===== config.mk =====
export PLATFORM = sky130hd
export DESIGN_NAME = pmci_vdm_pkt_buf_flat
export DESIGN_NICKNAME = d
export VERILOG_FILES = /design/src/rtl/pmci_vdm_pkt_buf_if.sv /design/src/rtl/pmci_vdm_pkt_buf.sv /design/src/flat_wrapper.sv
export SDC_FILE = /design/constraint.sdc
export NUM_CORES = 2
export LEC_CHECK = 0
export BUFFER_PORTS_ARGS = -buffer_cell sky130_fd_sc_hd__buf_4
export CAP_MARGIN = 10
export CORE_UTILIZATION = 52
export DETAILED_ROUTE_END_ITERATION = 10
export PLACE_DENSITY = 0.68
export SYNTH_ARGS = -nofsm -noshare
export SYNTH_HDL_FRONTEND = slang
export SYNTH_MEMORY_MAX_BITS = 65536
export SYNTH_SLANG_ARGS = --single-unit

===== constraint.sdc =====
create_clock -name clk -period 17.2 [get_ports clk]
set_clock_uncertainty 0.15 [all_clocks]
set_input_delay 0.86 -clock clk [delete_from_list [all_inputs] [get_ports clk]]
set_output_delay 0.86 -clock clk [all_outputs]
set_load 0.05 [all_outputs]

===== src/rtl/pmci_vdm_pkt_buf_if.sv =====
// pmci_vdm_pkt_buf_if: CSR access port and packet stream of the VDM packet buffer
interface pmci_vdm_pkt_buf_if #(parameter int DATA_W = 64);
  logic              csr_wr;
  logic              csr_rd;
  logic [3:0]        csr_addr;
  logic [DATA_W-1:0] csr_wdata;
  logic [DATA_W-1:0] csr_rdata;
  logic              csr_rvalid;
  logic              m_tvalid;
  logic [DATA_W-1:0] m_tdata;
  logic              m_tlast;
  logic              m_tready;
  modport master (
    output csr_wr, csr_rd, csr_addr, csr_wdata, m_tready,
    input  csr_rdata, csr_rvalid, m_tvalid, m_tdata, m_tlast
  );
  modport slave (
    input  csr_wr, csr_rd, csr_addr, csr_wdata, m_tready,
    output csr_rdata, csr_rvalid, m_tvalid, m_tdata, m_tlast
  );
endinterface


===== src/rtl/pmci_vdm_pkt_buf.sv =====
// pmci_vdm_pkt_buf: CSR-filled packet FIFO that only streams out fully committed packets
module pmci_vdm_pkt_buf #(
  parameter int DATA_W    = 64,
  parameter int DEPTH     = 64,
  parameter int MAX_PKT_W = 32
) (
  input logic clk,
  input logic rst,
  pmci_vdm_pkt_buf_if.slave bus
);
  localparam int AW = $clog2(DEPTH);
  typedef enum logic [1:0] {IDLE = 2'd0, FILL = 2'd1} state_t;
  state_t state_q, state_d;
  logic [AW:0] wr_q, wr_d, rd_q, rd_d, cm_q, cm_d, free;
  logic [15:0] rem_q, rem_d, pkt_q, pkt_d, err_q, err_d, len;
  logic len_err_q, len_err_d, ovf_err_q, ovf_err_d, rvalid_q;
  logic [DATA_W-1:0] rdata_q, fcr_val;
  logic [DATA_W:0] mem_q [DEPTH];
  logic fcr_wr, pdr_wr, start, push, pop, pkt_inc;
  logic [1:0] err_inc;
  logic [16:0] err_sum;
  assign fcr_wr = bus.csr_wr && bus.csr_addr == 4'h0;
  assign pdr_wr = bus.csr_wr && bus.csr_addr == 4'h8;
  assign start = fcr_wr && bus.csr_wdata[31];
  assign len = bus.csr_wdata[15:0];
  // Free space ignores the open packet: a restart rewinds it before the check
  assign free = (AW+1)'(DEPTH) - (cm_q - rd_q);
  assign bus.m_tvalid = rd_q != cm_q;
  assign {bus.m_tlast, bus.m_tdata} = mem_q[rd_q[AW-1:0]];
  assign bus.csr_rdata = rdata_q;
  assign bus.csr_rvalid = rvalid_q;
  assign pop = bus.m_tvalid && bus.m_tready;
  assign err_sum = {1'b0, err_q} + {15'b0, err_inc};
  assign err_d = err_sum[16] ? 16'hFFFF : err_sum[15:0];
  assign pkt_d = (pkt_inc && pkt_q != 16'hFFFF) ? pkt_q + 16'd1 : pkt_q;
  always_comb begin
    fcr_val = '0;
    fcr_val[47:32] = err_q;
    fcr_val[31:16] = pkt_q;
    fcr_val[9:8] = state_q;
    fcr_val[1:0] = {ovf_err_q, len_err_q};
  end
  always_comb begin
    state_d = state_q;
    wr_d = wr_q;
    rd_d = pop ? rd_q + 1'b1 : rd_q;
    cm_d = cm_q;
    rem_d = rem_q;
    len_err_d = len_err_q;
    ovf_err_d = ovf_err_q;
    err_inc = 2'd0;
    pkt_inc = 1'b0;
    push = 1'b0;
    if (fcr_wr && bus.csr_wdata[63]) begin
      len_err_d = 1'b0;
      ovf_err_d = 1'b0;
    end
    if (start) begin
      if (state_q == FILL) begin
        wr_d = cm_q;
        len_err_d = 1'b1;
        err_inc = 2'd1;
      end
      state_d = IDLE;
      if (len == 16'd0 || 32'(len) > MAX_PKT_W) begin
        len_err_d = 1'b1;
        err_inc = err_inc + 2'd1;
      end else if (32'(free) < 32'(len)) begin
        ovf_err_d = 1'b1;
        err_inc = err_inc + 2'd1;
      end else begin
        state_d = FILL;
        rem_d = len;
      end
    end else if (pdr_wr) begin
      if (state_q == FILL) begin
        push = 1'b1;
        wr_d = wr_q + 1'b1;
        rem_d = rem_q - 16'd1;
        if (rem_q == 16'd1) begin
          cm_d = wr_q + 1'b1;
          pkt_inc = 1'b1;
          state_d = IDLE;
        end
      end else begin
        len_err_d = 1'b1;
        err_inc = 2'd1;
      end
    end
  end
  always_ff @(posedge clk or posedge rst)
    if (rst) begin
      state_q <= IDLE;
      wr_q <= '0;
      rd_q <= '0;
      cm_q <= '0;
      rem_q <= '0;
      pkt_q <= '0;
      err_q <= '0;
      len_err_q <= 1'b0;
      ovf_err_q <= 1'b0;
      rvalid_q <= 1'b0;
      rdata_q <= '0;
    end else begin
      state_q <= state_d;
      wr_q <= wr_d;
      rd_q <= rd_d;
      cm_q <= cm_d;
      rem_q <= rem_d;
      pkt_q <= pkt_d;
      err_q <= err_d;
      len_err_q <= len_err_d;
      ovf_err_q <= ovf_err_d;
      rvalid_q <= bus.csr_rd;
      if (bus.csr_rd) rdata_q <= bus.csr_addr == 4'h0 ? fcr_val : '0;
    end
  always_ff @(posedge clk)
    if (push) mem_q[wr_q[AW-1:0]] <= {rem_q == 16'd1, bus.csr_wdata};
endmodule


===== src/flat_wrapper.sv =====
// flat-port wrapper written by rule: the top's interface ports become plain ports
module pmci_vdm_pkt_buf_flat 
#(
  parameter int DATA_W    = 64,
  parameter int DEPTH     = 64,
  parameter int MAX_PKT_W = 32
)
  (clk, rst, bus_csr_wr, bus_csr_rd, bus_csr_addr, bus_csr_wdata, bus_m_tready, bus_csr_rdata, bus_csr_rvalid, bus_m_tvalid, bus_m_tdata, bus_m_tlast);
  pmci_vdm_pkt_buf_if #(.DATA_W(DATA_W)) bus_i ();
  input logic clk;
  input logic rst;
  input wire logic [$bits(bus_i.csr_wr)-1:0] bus_csr_wr;
  input wire logic [$bits(bus_i.csr_rd)-1:0] bus_csr_rd;
  input wire logic [$bits(bus_i.csr_addr)-1:0] bus_csr_addr;
  input wire logic [$bits(bus_i.csr_wdata)-1:0] bus_csr_wdata;
  input wire logic [$bits(bus_i.m_tready)-1:0] bus_m_tready;
  output wire logic [$bits(bus_i.csr_rdata)-1:0] bus_csr_rdata;
  output wire logic [$bits(bus_i.csr_rvalid)-1:0] bus_csr_rvalid;
  output wire logic [$bits(bus_i.m_tvalid)-1:0] bus_m_tvalid;
  output wire logic [$bits(bus_i.m_tdata)-1:0] bus_m_tdata;
  output wire logic [$bits(bus_i.m_tlast)-1:0] bus_m_tlast;
  assign bus_i.csr_wr = bus_csr_wr;
  assign bus_i.csr_rd = bus_csr_rd;
  assign bus_i.csr_addr = bus_csr_addr;
  assign bus_i.csr_wdata = bus_csr_wdata;
  assign bus_i.m_tready = bus_m_tready;
  assign bus_csr_rdata = bus_i.csr_rdata;
  assign bus_csr_rvalid = bus_i.csr_rvalid;
  assign bus_m_tvalid = bus_i.m_tvalid;
  assign bus_m_tdata = bus_i.m_tdata;
  assign bus_m_tlast = bus_i.m_tlast;
  pmci_vdm_pkt_buf #(.DATA_W(DATA_W), .DEPTH(DEPTH), .MAX_PKT_W(MAX_PKT_W)) u_core (.clk(clk), .rst(rst), .bus(bus_i));
endmodule

==> impl_results.md <==
- Status: complete, no violations
- Commonest non-fill, non-tap cell in the layout: sky130_fd_sc_hd__edfxtp_1
- Overall die area: between 300000 and 400000 sq um
- Arrival time reported for the critical path endpoint: between 7 and 8 ns
- Vias in the first global route: about 82k
- Clock insertion delay at the later pin of the skew report: between 0.9 and 1 ns
- Most used flip-flop cell after synthesis: sky130_fd_sc_hd__edfxtp_1
- F_max: between 100 and 150 MHz
- Area leader, netlist: sky130_fd_sc_hd__edfxtp_1
- Maximum buffer depth of the clock tree: 4
- Via-to-Cell Ratio: just under 7
- Starting Density: approximately 52%
- Post-synthesis async set-or-reset flop share: 2.53%
- Core area: about 310000 sq um
- Max transition margin: about 9.9%
- Final antenna-violating net count: 0
- Detailed-route wire length per cell: roughly 38 microns
- Share of the synthesized area in the top cell type: 76.9%
- Fraction of the mapped netlist area in compound gates: 2.91%
- H-tree Lvls: 5
- Number of enable flip-flop cells after synthesis: 4160
- Count of synthesis-stage warnings from yosys: 0
- Per-instance average area after synthesis: around 22 sq um
- Sequential fraction of the synthesis area: roughly four fifths
- Weighted congestion at the end of routability-driven global placement: around 0.8
- Commonest cells after routing, fill and taps aside: 4160 x sky130_fd_sc_hd__edfxtp_1, 1041 x sky130_fd_sc_hd__mux4_2, 416 x sky130_fd_sc_hd__clkbuf_16
- Total leakage power: between 50 and 60 nW
- Critical path endpoint category: primary output
- Post-route total power: a little under 0.03 W
- Layout overhead on the synthesized area: 13.1%
- Detailed Routing Iterations Pass 1: 6
- Total half-perimeter wirelength after legalization and detailed placement: between 200000 and 250000 microns
- Instance count of the mapped netlist: between 7k and 8k
- Final hold violation count: 0
- Nets@finish: a little under 8k
- Period Utilization, post-route: about half
- Count of placed standard cells including taps: approximately 11k
- Pin count of the biggest net entering global routing: approximately 140
- Cell chosen for the clock root: sky130_fd_sc_hd__clkbuf_16
- Slew @ Worst Pin: 1.35 ns
- Synth area leaders: sky130_fd_sc_hd__edfxtp_1 77%, sky130_fd_sc_hd__mux4_2 14%, sky130_fd_sc_hd__dfrtp_1 1.7%, sky130_fd_sc_hd__a22oi_1 0.93%, sky130_fd_sc_hd__mux2i_1 0.76%
- Overflow left after global routing: 0
- Main combinational cell family by area after synthesis: multiplexers
- Number of max-slew violations in the final report: 0
- Total routed wirelength: approximately 460000 microns
- Startpoint type of the worst setup path: register
- Unique masters post-synth: 65
- Critical path startpoint: u_core.rd_q[0]
- Cell area after placement: between 150000 and 200000 sq um
- Unrepaired setup endpoints after global routing: false
- CTS clock-pin slew for the worst setup and hold paths: about 0.060 ns
- CP Data Required Time: 16.19 ns
- Maxcap violations: 0
- Wire length of the first global-routing pass: ~640000 microns
- Simple logic cell fraction of the synthesized area: roughly 1.7%
- Post-layout minimum cycle time: 8.93 ns
- Die height: ~560 microns
- Non-Filler Cell Area, Final: 184000 sq um
- Horizontal die dimension: around 560 microns
- Number of primary I/O pins: 204
- Startpoint of the worst register-to-register path: u_core.rd_q[1]
- Fraction of the mapped netlist area in adder cells: 0.217%
- Class of the most critical setup path: reg -> out
- Sinks on the clock net: about 4.3k
- First DRT Iteration DRCs: 13.6k
- Number of synthesized register bits: approximately 4.3k
- Fraction of layout cells with a size suffix above 1: 27.0%
- Antenna violations before repair: 24
- Global-route total usage across every layer: between 20% and 30%
- Tightest Hold Check Type: in -> reg
- Number of endpoints failing setup at the final stage: 0
- Via count: roughly 83k
- Start point of the worst min-delay path: bus_csr_addr[3]
- Number of non-filler instances in the completed layout: 12.2k
- Critical Path Fanout Max: between 100 and 150
- Minimum setup slack among reg-to-reg paths: 10.90 ns
- Core Rows: roughly 200
- Power density relative to cell area: between 150 and 200 nW/um^2
- Number of input and output port buffers inserted: roughly 170
- Xor/xnor share of the synthesized area: less than 1%
- Buffers inserted by post-CTS timing repair: 0
- Total clock buffers created by CTS: between 400 and 500
- Number of remaining DRC errors: 0
- Worst voltage drop across the vdd grid: 0.198 mV
- Total standard cell area after synthesis: between 150000 and 200000 sq um
- CTS tree: built
- Total negative slack for setup checks: 0 ns
- Multiplexer share of the synthesized area: between 15 and 20%
sequential cells by signal, summed over array words and instances, names as in the netlist:
signal / count
u_core.wr_q: 7
u_core.mem_q: 4160
u_core.rem_q: 16
u_core.bus.csr_rvalid: 1
u_core.err_q: 16
u_core.state_q: 1
u_core.pkt_q: 16
u_core.ovf_err_q: 1
u_core.cm_q: 7
u_core.len_err_q: 1
u_core.bus.csr_rdata: 35
u_core.rd_q: 7
final timing paths:
check / endpoint / cells past startpoint
hold reg to reg: u_core.pkt_q[15] / 1
setup / recovery: bus_m_tdata[18] / 11
hold / removal: u_core.len_err_q / 3
setup reg to reg: u_core.err_q[0] / 21
max in group asynchronous: u_core.rd_q[0] / 4
min in group asynchronous: u_core.pkt_q[2] / 3
cell families (layout without fill, tap and decap cells):
| logic type | after synthesis | after routing |
|---|---|---|
| DFF | 4268 | 4268 |
| muxes | 1167 | 1167 |
| AOI/OAI and AO/OA | 700 | 700 |
| and+or+nand+nor | 591 | 591 |
| buffers and inverters | 463 | 1202 |
| xor gates and xnor gates | 43 | 43 |
| adders and majority gates | 27 | 27 |
| other | 1 | 38 |
Yosys cell counts, drive strengths merged (8+ instances only):
cell type	instances
o221ai	26
nand3	111
ha	25
o211ai	27
xnor2	22
a21oi	110
a31oi	47
clkbuf	255
mux4	1041
a22o	61
inv	26
nor3	38
nor2	112
a211oi	16
xor2	21
mux2i	123
nand4	31
nand2	217
edfxtp	4160
and3	21
buf	182
dfrtp	108
o21ai	75
a22oi	202
or2	8
o22ai	113
area by class of cell:
class                      count  area [sq um]
clock buffer                 510         10900
clock inverter               259          3230
inverter                      26           100
sequential                  4268        128000
tap                         4120          5150
fill                       21500        126000
multi-input combinational   2557         33600
antenna                        9          22.5
timing repair buffer         407          3110
per-stage QoR:
step                setup slack [ns]  hold WS, ns  utilization, %
global placement                8.99        0.337            54.7
finish                          8.27        0.220            59.3
global route                    7.60        0.196            59.3
detailed placement              9.01        0.342            54.7
floorplan                      11.05        0.306               -
CTS                             7.96        0.164            59.3
per-layer routing:
layer	wire length (microns)	vias up	global-route usage (%)	share of wire, %
met4	18200	16	10.2	3.9
met2	218000	6062	45.6	47
met1	169000	44800	41.0	37
li1	-	31600	-	-
met3	56600	978	6.53	12
met5	86	-	0	0.019
critical path, cell delays in order, from the launching register on:
cell and delay, ns:
sky130_fd_sc_hd__dfrtp_4 0.99, sky130_fd_sc_hd__buf_12 0.79, sky130_fd_sc_hd__buf_4 0.84, sky130_fd_sc_hd__buf_4 0.89, sky130_fd_sc_hd__buf_4 0.79, sky130_fd_sc_hd__buf_4 0.81, sky130_fd_sc_hd__mux4_2 0.59, sky130_fd_sc_hd__a22oi_1 0.23
sky130_fd_sc_hd__nand3_1 0.18, sky130_fd_sc_hd__nand2_1 0.19, sky130_fd_sc_hd__a31oi_1 0.15, sky130_fd_sc_hd__buf_4 0.32
where the power goes:
part	total, W	switching [W]	internal, W
clock network	0.00941	0.00396	0.00545
registers	0.0115	0.000129	0.0114
logic	0.00804	0.00487	0.00317
what timing repair did:
| item | 4_1_cts | 5_1_grt |
|---|---|---|
| setup endpoints to repair | 0 | 0 |
| hold buffers | 2 | 0 |
| hold endpoints to repair | 67 | 0 |
| gates resized for setup | 0 | 0 |
Power figures use the tool's default switching activity.
